<file path="src/rtl/greenhouse_pkg.sv">
// Shared types and width constants for the greenhouse HVAC sequencer.
package greenhouse_pkg;

  localparam int TEMP_W   = 8;
  localparam int DIFF_W   = 9;
  localparam int SEXT_PAD = DIFF_W - TEMP_W;
  localparam int STATE_W  = 2;
  localparam int CNT_W    = 8;

  typedef enum logic [STATE_W-1:0] {
    S_IDLE    = 2'd0,
    S_HEAT    = 2'd1,
    S_COOL    = 2'd2,
    S_LOCKOUT = 2'd3
  } state_t;

  function automatic logic signed [DIFF_W-1:0] sext9(input logic [TEMP_W-1:0] v);
    return signed'({{SEXT_PAD{v[TEMP_W-1]}}, v});
  endfunction

endpackage

</file>
<file path="src/rtl/greenhouse_hvac_sequencer_if.sv">
// Sensor/actuator bundle between the temperature path and the HVAC sequencer.
interface greenhouse_hvac_sequencer_if;
  import greenhouse_pkg::*;

  logic              enable;
  logic              sample_valid;
  logic [TEMP_W-1:0] greenhouse_temp;
  logic [TEMP_W-1:0] setpoint;
  logic              heater_on;
  logic              fan_on;
  logic [STATE_W-1:0] state_o;
  logic              fault;

  modport master (
    output enable, sample_valid, greenhouse_temp, setpoint,
    input  heater_on, fan_on, state_o, fault
  );

  modport slave (
    input  enable, sample_valid, greenhouse_temp, setpoint,
    output heater_on, fan_on, state_o, fault
  );
endinterface

</file>
<file path="src/rtl/hvac_dwell_timer.sv">
// 8-bit up-counter that saturates at 255; synchronous clear has priority over counting.
module hvac_dwell_timer
  import greenhouse_pkg::*;
(
  input  logic             clk,
  input  logic             rst,
  input  logic             clr,
  output logic [CNT_W-1:0] count
);

  always_ff @(posedge clk) begin
    if (rst || clr)
      count <= '0;
    else if (count != {CNT_W{1'b1}})
      count <= count + 1'b1;
  end

endmodule

</file>
<file path="src/rtl/greenhouse_hvac_sequencer.sv">
// Heater/fan sequencer with hysteresis, minimum-on dwell and inter-mode lockout.
// Optional sensor watchdog enabled by defining SENSOR_WDOG_EN.
//
// state   | meaning
// IDLE    | both actuators off, waiting for a sample outside the band
// HEAT    | heater on, held for at least MIN_ON cycles
// COOL    | fan on, held for at least MIN_ON cycles
// LOCKOUT | both off for LOCKOUT cycles after any active mode
module greenhouse_hvac_sequencer
  import greenhouse_pkg::*;
#(
  parameter int HYST    = 2,
  parameter int MIN_ON  = 8,
  parameter int LOCKOUT = 4
`ifdef SENSOR_WDOG_EN
  , parameter int WDOG_CYCLES = 64
`endif
) (
  input logic clk,
  input logic rst,
  greenhouse_hvac_sequencer_if.slave bus
);

  localparam logic signed [DIFF_W-1:0] HYST_P = DIFF_W'(HYST);
  localparam logic signed [DIFF_W-1:0] HYST_N = DIFF_W'(-HYST);
  localparam logic signed [DIFF_W-1:0] ZERO   = '0;
  localparam logic [CNT_W-1:0] MIN_ON_LAST    = CNT_W'(MIN_ON - 1);
  localparam logic [CNT_W-1:0] LOCK_LAST      = CNT_W'(LOCKOUT - 1);

  state_t state_q, state_next;
  logic signed [DIFF_W-1:0] diff_new, diff_q, ed;
  logic [CNT_W-1:0] dwell;
  logic fault_q;

  // 9-bit difference cannot wrap for any pair of 8-bit signed inputs
  assign diff_new = sext9(bus.greenhouse_temp) - sext9(bus.setpoint);
  assign ed       = bus.sample_valid ? diff_new : diff_q;

  always_ff @(posedge clk) begin
    if (rst)
      diff_q <= '0;
    else if (bus.sample_valid)
      diff_q <= diff_new;
  end

  hvac_dwell_timer u_dwell (
    .clk   (clk),
    .rst   (rst),
    .clr   (state_next != state_q),
    .count (dwell)
  );

`ifdef SENSOR_WDOG_EN
  logic [CNT_W-1:0] stale;

  hvac_dwell_timer u_stale (
    .clk   (clk),
    .rst   (rst),
    .clr   (bus.sample_valid),
    .count (stale)
  );

  always_ff @(posedge clk) begin
    if (rst)
      fault_q <= 1'b0;
    else if (stale >= CNT_W'(WDOG_CYCLES))
      fault_q <= 1'b1;
  end
`else
  assign fault_q = 1'b0;
`endif

  always_ff @(posedge clk) begin
    if (rst)
      state_q <= S_IDLE;
    else
      state_q <= state_next;
  end

  always_comb begin
    state_next = state_q;
    case (state_q)
      S_IDLE: begin
        if (bus.enable && bus.sample_valid && !fault_q) begin
          if (ed < HYST_N)
            state_next = S_HEAT;
          else if (ed > HYST_P)
            state_next = S_COOL;
        end
      end
      // loss of enable or a stale sensor cuts the dwell short
      S_HEAT: begin
        if (!bus.enable || fault_q)
          state_next = S_LOCKOUT;
        else if (dwell >= MIN_ON_LAST && ed >= ZERO)
          state_next = S_LOCKOUT;
      end
      S_COOL: begin
        if (!bus.enable || fault_q)
          state_next = S_LOCKOUT;
        else if (dwell >= MIN_ON_LAST && ed <= ZERO)
          state_next = S_LOCKOUT;
      end
      S_LOCKOUT: begin
        if (dwell == LOCK_LAST)
          state_next = S_IDLE;
      end
      default: state_next = S_IDLE;
    endcase
  end

  assign bus.heater_on = (state_q == S_HEAT);
  assign bus.fan_on    = (state_q == S_COOL);
  assign bus.state_o   = state_q;
  assign bus.fault     = fault_q;

endmodule

</file>
<file path="src/flat_wrapper.sv">
// flat-port wrapper written by rule: the top's interface ports become plain ports
module greenhouse_hvac_sequencer_flat import greenhouse_pkg::*;
#(
  parameter int HYST    = 2,
  parameter int MIN_ON  = 8,
  parameter int LOCKOUT = 4

)
  (clk, rst, bus_enable, bus_sample_valid, bus_greenhouse_temp, bus_setpoint, bus_heater_on, bus_fan_on, bus_state_o, bus_fault);
  greenhouse_hvac_sequencer_if bus_i ();
  input logic clk;
  input logic rst;
  input wire logic [$bits(bus_i.enable)-1:0] bus_enable;
  input wire logic [$bits(bus_i.sample_valid)-1:0] bus_sample_valid;
  input wire logic [$bits(bus_i.greenhouse_temp)-1:0] bus_greenhouse_temp;
  input wire logic [$bits(bus_i.setpoint)-1:0] bus_setpoint;
  output wire logic [$bits(bus_i.heater_on)-1:0] bus_heater_on;
  output wire logic [$bits(bus_i.fan_on)-1:0] bus_fan_on;
  output wire logic [$bits(bus_i.state_o)-1:0] bus_state_o;
  output wire logic [$bits(bus_i.fault)-1:0] bus_fault;
  assign bus_i.enable = bus_enable;
  assign bus_i.sample_valid = bus_sample_valid;
  assign bus_i.greenhouse_temp = bus_greenhouse_temp;
  assign bus_i.setpoint = bus_setpoint;
  assign bus_heater_on = bus_i.heater_on;
  assign bus_fan_on = bus_i.fan_on;
  assign bus_state_o = bus_i.state_o;
  assign bus_fault = bus_i.fault;
  greenhouse_hvac_sequencer #(.HYST(HYST), .MIN_ON(MIN_ON), .LOCKOUT(LOCKOUT)) u_core (.clk(clk), .rst(rst), .bus(bus_i));
endmodule
</file>
<file path="config.mk">
export PLATFORM = sky130hd
export DESIGN_NAME = greenhouse_hvac_sequencer_flat
export DESIGN_NICKNAME = d
export VERILOG_FILES = /design/src/rtl/greenhouse_pkg.sv /design/src/rtl/greenhouse_hvac_sequencer_if.sv /design/src/rtl/hvac_dwell_timer.sv /design/src/rtl/greenhouse_hvac_sequencer.sv /design/src/flat_wrapper.sv
export SDC_FILE = /design/constraint.sdc
export NUM_CORES = 1
export LEC_CHECK = 0
export CORE_MARGIN = 8
export CORE_UTILIZATION = 50
export CTS_BUF_LIST = sky130_fd_sc_hd__clkbuf_4 sky130_fd_sc_hd__clkbuf_8
export CTS_CLUSTER_SIZE = 16
export DETAILED_ROUTE_END_ITERATION = 8
export GPL_TIMING_DRIVEN = 0
export PLACE_DENSITY = 0.86
export SKIP_CTS_REPAIR_TIMING = 1
export SLEW_MARGIN = 40
export SYNTH_ARGS = -nofsm -noshare
export SYNTH_HDL_FRONTEND = slang
export SYNTH_SLANG_ARGS = --single-unit
</file>
<file path="constraint.sdc">
create_clock -name clk -period 3 [get_ports clk]
set_input_delay 0.6 -clock clk [delete_from_list [all_inputs] [get_ports clk]]
set_output_delay 0.6 -clock clk [all_outputs]
set_load 0.05 [all_outputs]
</file>
=== Word-level counts from Yosys, hierarchy flattened ===
Index checks and enable logic that the tools add are counted.

* Bits of input ports: 20
* Bits in registers: 19
* Memories: 0
* RAM bits: 0
* Bits in read-only memories: 0
* Bits in latches: 0
* Logic and storage cells: 31
* Output and inout bits: 5

* Bitwise logic cells: 0
* Reductions and logical operators: 5
* Muxes and demuxes: 10
* Multiply operators: 0
* Magnitude comparators: 5
* Div/mod/pow operators: 0
* Add/sub/neg operators: 2
* Eq/ne operators: 6
* Shift operators: 0

{| class="wikitable"
|+ Operator list
! operator !! number
|-
| 2-bit 2-to-1 mux || 8
|-
| 9-bit by 1-bit >= comparator with 1-bit output, second input constant || 1
|-
| 9-bit by 3-bit > comparator with 1-bit output, second input constant || 1
|-
| 9-bit by 1-bit less-or-equal comparator with 1-bit output, second input constant || 1
|-
| 9-bit by 2-bit < comparator with 1-bit output, second input constant || 1
|-
| 9-bit 2-to-1 mux || 1
|-
| 8-bit by 8-bit subtractor with 9-bit output || 1
|-
| 8-bit by 1-bit adder with 8-bit output, second input constant || 1
|-
| 8-bit by 2-bit equality test with 1-bit output, second input constant || 1
|-
| 8-bit by 3-bit >= comparator with 1-bit output, second input constant || 1
|-
| 8-bit inequality test, second input constant || 1
|-
| 2-bit one-hot mux with 4 select lines || 1
|-
| 2-bit equality test, second input constant || 2
|-
| 1-bit logical AND || 3
|-
| 2-bit by 1-bit equality test with 1-bit output, second input constant || 1
|-
| 2-bit logical NOT || 1
|-
| 2-bit inequality test || 1
|-
| 1-bit logical OR || 1
|}

=== Logic depth before layout (Yosys ltp) ===
Gate-level depths: netlist of the first run.

* Depth in word-level cells: 9
* Mapped depth: 11
* Depth with buffers taken out: 11

=== Hierarchy ===
From an unflattened synthesis of the first run, not the netlist that was laid out.

* Cell total of the unflattened synthesis: 202
* Area total of the unflattened synthesis: 1555.2 um^2

{| class="wikitable"
|+ By module, submodules not included
! module !! cells an instance !! times used !! area each (um^2) !! sequential area each (um^2)
|-
| greenhouse_hvac_sequencer || 152 || 1 || 1132.3 || 220.2
|-
| hvac_dwell_timer || 50 || 1 || 422.9 || 160.2
|}

=== Worst setup path before layout of the first run ===
OpenSTA, ideal clock, no wires.

* Kind: input-to-reg
* Start: in bus_greenhouse_temp[0]
* End: reg u_core.u_dwell.count[7]
* Data required time: 2.913 ns
* Buffers on the path: 0
* Setup time: 0.087 ns
* Arrival time: 2.863 ns
* Setup slack: 0.049 ns
* Stages on the path: 11
* Path through: inv_1 > ha_1 > inv_1 > fa_1 > a211oi_2 > nor2_1 > xor2_1 > a31oi_1 > or4_4 > o2bb2ai_4 > nor4b_4

* Word-level cells in the longest chain between the ends: 9
* Elaborated cells on any way between the ends: 18
* Classes of those cells: add/sub (1); order compare (4); eq/ne (1); mux (9); reduce/logical (3)

{| class="wikitable"
|+ Ends and longest elaborated chain
! item !! RTL line !! RTL
|-
| from (decl) || flat_wrapper.sv:15 || <nowiki>input wire logic [$bits(bus_i.greenhouse_temp)-1:0] bus_greenhouse_temp;</nowiki>
|-
| 8-bit by 8-bit subtractor with 9-bit output (*) || greenhouse_hvac_sequencer.sv:36 || <nowiki>assign diff_new = sext9(bus.greenhouse_temp) - sext9(bus.setpoint);</nowiki>
|-
| 9-bit 2-to-1 mux (*) || greenhouse_hvac_sequencer.sv:37 || <nowiki>assign ed = bus.sample_valid ? diff_new : diff_q;</nowiki>
|-
| 9-bit by 3-bit > comparator with 1-bit output (tied with other cells) || greenhouse_hvac_sequencer.sv:87 || <nowiki>else if (ed > HYST_P)</nowiki>
|-
| 2-bit 2-to-1 mux (tied with other cells) || greenhouse_hvac_sequencer.sv:87 ||
|-
| 2-bit 2-to-1 mux, on equally long branches || greenhouse_hvac_sequencer.sv:85, greenhouse_hvac_sequencer.sv:95, greenhouse_hvac_sequencer.sv:101 ||
|-
| 2-bit 2-to-1 mux, on equally long branches || greenhouse_hvac_sequencer.sv:84, greenhouse_hvac_sequencer.sv:93, greenhouse_hvac_sequencer.sv:99 ||
|-
| 2-bit one-hot mux with 4 select lines (*) || greenhouse_hvac_sequencer.sv:82 || <nowiki>case (state_q)</nowiki>
|-
| 2-bit inequality test (*) || greenhouse_hvac_sequencer.sv:49 || <nowiki>.clr (state_next != state_q),</nowiki>
|-
| 1-bit logical OR (*) || hvac_dwell_timer.sv:12 || <nowiki>if (rst || clr)</nowiki>
|-
| to (signal assigned) || hvac_dwell_timer.sv:15 || <nowiki>count <= count + 1'b1;</nowiki>
|-
| to (decl) || hvac_dwell_timer.sv:8 || <nowiki>output logic [CNT_W-1:0] count</nowiki>
|}

Every way passes the cells marked *; elsewhere a longest branch is shown, timed or not.
A chain may end at the register's enable or synchronous reset.

=== Final worst setup path of the first run ===
* Start: in bus_greenhouse_temp[2]
* End: reg u_core.u_dwell.count[5]

Same word-level chain as after synthesis.

==> flow_summary.ini, run 1 <==
[die]
row_count = 20
initial_core_util_pct = 51.30
die_y_microns = 71.28
die_x_microns = 71.28
fp.dieArea_sq_mm = 0.005080
core-area_sq_mm = 0.002978
ios = 25

[logic_synthesis]
syn-num-nets = 220
synth-simple-area-share_pct = 30.30
synth_edf_count = 0
synth.avg_cell_area_sq_um = 8.083
synth_warnings = 0
yosysUniqueCellTypes = 57
synth_compound_area_share_pct = 20.23
synthArstFlopShare_pct = 0
synth_area_leaders = dfxtp_1 (25%), ha_1 (8.2%), nor2_1 (5.7%), mux2i_1 (4.6%), inv_1 (3.9%)
yosys.area.top_type = dfxtp_1
syn_area_sq_mm = 0.001528
ys.flop_type = dfxtp_1
syn_inst = 189
ys_seq_area_share_pct = 24.90
synth_xor_area_share_pct = 4.013
synth_top_family_by_area = simple AND/OR/NAND/NOR gates
synth.mux.area_fraction_pct = 5.324
synth_top_cell_area_share_pct = 24.90
yosys.area_share.adder_pct = 9.500
ys_ff_latch = 19

[min_path]
worst_hold_path_type = reg -> reg

[clock_tree]
clk_latency_ns = 0.30
clkTransAtPathRegs_ns = 0.11
cts_buffer_depth = 2
cts_root_buf = clkbuf_4
clock-sinks = 19
cts_tree = built
htreeDepth = 1
cts_made_buffers = 3

[sta]
hold_viol = 0
skew_ns = 0.003473
relSlewSlack_pct = 66.87
setup_ws_ns = 0.07052
fmax_mhz = 341.4
setup_viol = 0
worst_pin_slew_ns = 0.4954
period_share_pct = 97.65
drv_slew = 0
period_minus_slack_ns = 2.929

[worst_setup_path]
worst_setup_path_start_kind = input pin
cp_slowest_cell = clkdlybuf4s50_1
slowest_delay_ns = 0.51
crit_path_end_kind = flip-flop
crit_type = in -> reg
critPathRequiredTime_ns = 3.19
crit_chain = clkdlybuf4s50_1 -> ha_4 -> buf_4 -> a211oi_4 -> buf_4 -> nor3_1 -> nor3_2 -> nor3b_4 -> nand4_1 -> o2bb2ai_4 -> nor3_2
critPathMaxFanout = 8
crit_arrival_ns = 3.12

[cells_and_area]
syn_to_final_growth_pct = 36.94
nets = 256
final_cell_mix = nor2_1 (22), dfxtp_1 (19), nand2_1 (16), clkdlybuf4s50_1 (16), inv_1 (12)
final_common_cell = nor2_1
antenna_cells = 0
finalInstanceArea_sq_mm = 0.002092
drive_gt1_share_pct = 24.11

[routing]
antenna_left = 0
wirelength_mm = 3.786
viasPerCell = 5.759
via_count = 1480
drc = 0
drtIter0Drc = 66
post_drt_wl_per_cell_microns = 14.73
firstDrtPassIters = 4

[outcome]
outcome = finished clean

[run]
maxCapViolCount = 0

[power_and_ir_drop]
vdd_ir_drop_max_uv = 226.0
power-per-cell-area_mw_per_mm2 = 402.9
p_leak_uw = 0.0008926

[grt]
grt_use_total_pct = 13.15
grt_pass1_wl_mm = 5.644
first_global_vias = 1353
antenna_found_initial = 0
grt_max_degree = 12
grt_overflow = 0

[place]
placed_area_sq_mm = 0.001799
hpwl_mm = 2.570
portBuffers = 23
gp_congestion = 0.8708
dp_slack_ns = -0.6532
==> per-stage QoR <==
stage	cells	hold slack, ns	total power, uW	util [%]	setup TNS (ns)
floorplan	189	0.4617	523.5	-	0
global placement	245	0.4838	605.6	60.42	-5.012
detailed placement	245	0.5143	611.2	60.42	-5.484
CTS	249	0.5392	740.4	61.34	-2.540
global route	257	0.5812	890.6	70.25	-0.07386
finish	257	0.5387	843.0	70.25	0
==> cell families after synthesis <==
kind of cell,Yosys count
compound gates,38
xor+xnor,7
fa+ha+maj,11
buf+inv,21
flops,19
mux,8
other cells,1
simple gates,84
==> flip-flops by register name (all words and copies together), names as in the netlist <==
| signal | cells |
|---|---|
| u_core.diff_q | 9 |
| u_core.u_dwell.count | 8 |
| u_core.bus.state_o | 2 |
==> synthesized netlist by cell type, types with 2 or more instances <==
| cell | instances |
|---|---|
| o211ai_1 | 3 |
| nand2_1 | 16 |
| ha_1 | 10 |
| buf_1 | 2 |
| mux2i_1 | 7 |
| nand4_1 | 2 |
| nor3_1 | 9 |
| and2_1 | 6 |
| nand3_1 | 5 |
| xnor2_1 | 3 |
| and3_1 | 2 |
| xor2_1 | 4 |
| nor2_1 | 23 |
| a31oi_1 | 4 |
| o22ai_1 | 2 |
| a21oi_1 | 5 |
| o21ai_0 | 5 |
| dfxtp_1 | 19 |
| nor2b_1 | 4 |
| nand2b_1 | 5 |
| o221ai_1 | 2 |
| inv_1 | 16 |
==> routing by layer <==
metal	track usage, %	vias up	routed length (microns)
li1	-	741	-
met1	16.41	701	1719
met2	22.14	29	1863
met3	2.232	9	128
met4	4.388	0	74
met5	0	-	0
==> power by group <==
part / switching (uW) / total [uW] / internal, uW
Clock: 86.2 / 136 / 49.8
Combinational: 224 / 411 / 187
Sequential: 21.4 / 296 / 274
Total: 332 / 843 / 511
==> worst max-delay path: cells and delay by family <==
kind                     cells  cell delay, ns
adder cells (fa/ha/maj)      1            0.22
AND/OR/NAND/NOR              5            0.87
buffers and inverters        3            0.81
AO/OA/AOI/OAI                2            0.62
==> path summary, 6_finish.rpt <==
kind                           start                       to  slack [ns]  depth (start not counted)
max reg2reg  u_core.u_dwell.count[6]  u_core.u_dwell.count[2]        0.83                          8
max           bus_greenhouse_temp[2]  u_core.u_dwell.count[5]        0.07                         11
min reg2reg         u_core.diff_q[0]         u_core.diff_q[0]        0.54                          2
min                 u_core.diff_q[0]         u_core.diff_q[0]        0.54                          2
==> area by class of cell <==
cell class	count	area, sq um
multi-input combinational	149	1237
fill	223	885.9
sequential	19	380.4
timing repair buffer	31	320.3
inverter	16	60.06
tap	33	41.29
buffer	5	25.02
clock buffer	3	22.52
clock inverter	1	5.005
(Power assumes the default switching activity.)
==> inputs of run 2 (changes only) <==
- SETUP_SLACK_MARGIN: unset -> 0.15
==> flow_summary.ini, run 2 (same netlist as run 1, synthesis figures left out) <==
[outcome]
outcome = finished clean

[grt]
first_global_vias = 1378
antenna_found_initial = 0
grt_use_total_pct = 13.48
grt_max_degree = 12
grt_overflow = 0
grt_pass1_wl_mm = 5.823

[worst_setup_path]
endpoint = u_core.u_dwell.count[1]
worst_setup_path_start_kind = input pin
cp_slowest_cell = or4_4
r2r_cells = 8
crit_path_end_kind = flip-flop
crit_type = in -> reg
r2r_end = u_core.u_dwell.count[2]
r2r-start = u_core.u_dwell.count[6]
critPathRequiredTime_ns = 3.22
crit_arrival_ns = 3.02
critPathMaxFanout = 8
rrSetupSlack_ns = 0.82
slowest_delay_ns = 0.55
crit_chain = buf_6 -> inv_4 -> ha_4 -> inv_2 -> fa_2 -> a211oi_4 -> nor2_1 -> xor2_1 -> a31oi_1 -> or4_4 -> o2bb2ai_4 -> nor4b_4
critPathLaunch = bus_greenhouse_temp[0]

[routing]
wirelength_mm = 3.669
drtIter0Drc = 77
drc = 0
antenna_left = 0
firstDrtPassIters = 4
via_count = 1456
viasPerCell = 5.710
post_drt_wl_per_cell_microns = 14.39

[cells_and_area]
regMostFlops = u_core.diff_q
final_common_cell = nor2_1
fin_cells = 255
fill_cells = 229
final_cell_mix = nor2_1 (23), dfxtp_1 (19), nand2_1 (16)
drive_gt1_share_pct = 22.97
nets = 254
largest_register_ffs = 9
syn_to_final_growth_pct = 35.79
antenna_cells = 0

[sta]
rsz0062_at_grt = no
period_share_pct = 93.25
setup_viol = 0
skew_ns = 0.002078
period_minus_slack_ns = 2.797
finalSetupTns_ns = 0
drv_slew = 0
fmax_mhz = 357.5
hold_viol = 0

[power_and_ir_drop]
vdd_ir_drop_max_uv = 303.7
power-per-cell-area_mw_per_mm2 = 398.8
p_leak_uw = 0.0008909

[place]
gp_congestion = 0.8721
hpwl_mm = 2.656
placed_cells = 245
portBuffers = 23

[clock_tree]
clk_latency_ns = 0.30
clock-sinks = 19
htreeDepth = 1
cts_made_buffers = 3
cts_buffer_depth = 2
cts_root_buf = clkbuf_4
clkTransAtPathRegs_ns = 0.11
cts_tree = built

[die]
die_x_microns = 71.28
core-area_sq_mm = 0.002978
row_count = 20
initial_core_util_pct = 51.30
die_y_microns = 71.28
ios = 25
fp.dieArea_sq_mm = 0.005080

[min_path]
worst_hold_path_type = reg -> reg

[run]
maxCapViolCount = 0
run 2: final cells by class:
type | count | area (sq um) | area share [%]
sequential | 19 | 380.4 | 18.34
tap | 33 | 41.29 | 1.990
buffer | 5 | 25.02 | 1.206
clock inverter | 1 | 5.005 | 0.2413
timing repair buffer | 29 | 311.5 | 15.02
inverter | 16 | 62.56 | 3.016
multi-input combinational | 149 | 1226 | 59.11
clock buffer | 3 | 22.52 | 1.086
run 2: how the worst min path moves through the flow:
stage,from,depth (start not counted),to
3_5_place_dp,u_core.diff_q[0],2,u_core.diff_q[0]
3_3_place_gp,u_core.diff_q[0],2,u_core.diff_q[0]
2_1_floorplan,u_core.diff_q[0],2,u_core.diff_q[0]
5_1_grt,u_core.diff_q[0],2,u_core.diff_q[0]
4_1_cts,u_core.diff_q[0],2,u_core.diff_q[0]
6_report,u_core.diff_q[0],2,u_core.diff_q[0]
run 2: critical path: cells and delay by family:
family          cells  cell delay [ns]
fa+ha+maj           2             0.53
buf+inv             3             0.19
compound gates      3             0.57
xor+xnor            1             0.27
simple gates        3             0.85
run 2: metal layers:
| layer | track usage, % | part of all wire, % |
|---|---|---|
| met5 | 0 | 0 |
| met4 | 2.079 | 1.2 |
| met3 | 3.068 | 4.3 |
| met2 | 23.67 | 48 |
| met1 | 16.44 | 46 |
run 2: per-stage QoR:
step | cell area (sq um) | util, % | total power, uW | hold WS, ns | setup slack, ns
detailed placement | 1802 | 60.50 | 617.6 | 0.5058 | -0.5127
global placement | 1802 | 60.50 | 606.5 | 0.4841 | -0.4466
CTS | 1829 | 61.43 | 748.7 | 0.5333 | -0.2008
global route | 2074 | 69.66 | 877.7 | 0.5508 | 0.1151
floorplan | 1530 | - | 524.6 | 0.4617 | 0.2017
finish | 2074 | 69.66 | 827.2 | 0.5284 | 0.2026
run 2: report_power, final:
group	leakage (uW)	switching, uW	internal (uW)
clock network	0.0000177	81.6	49.7
registers	0.000156	21.3	274
logic	0.000717	217	183
total	0.000891	320	508
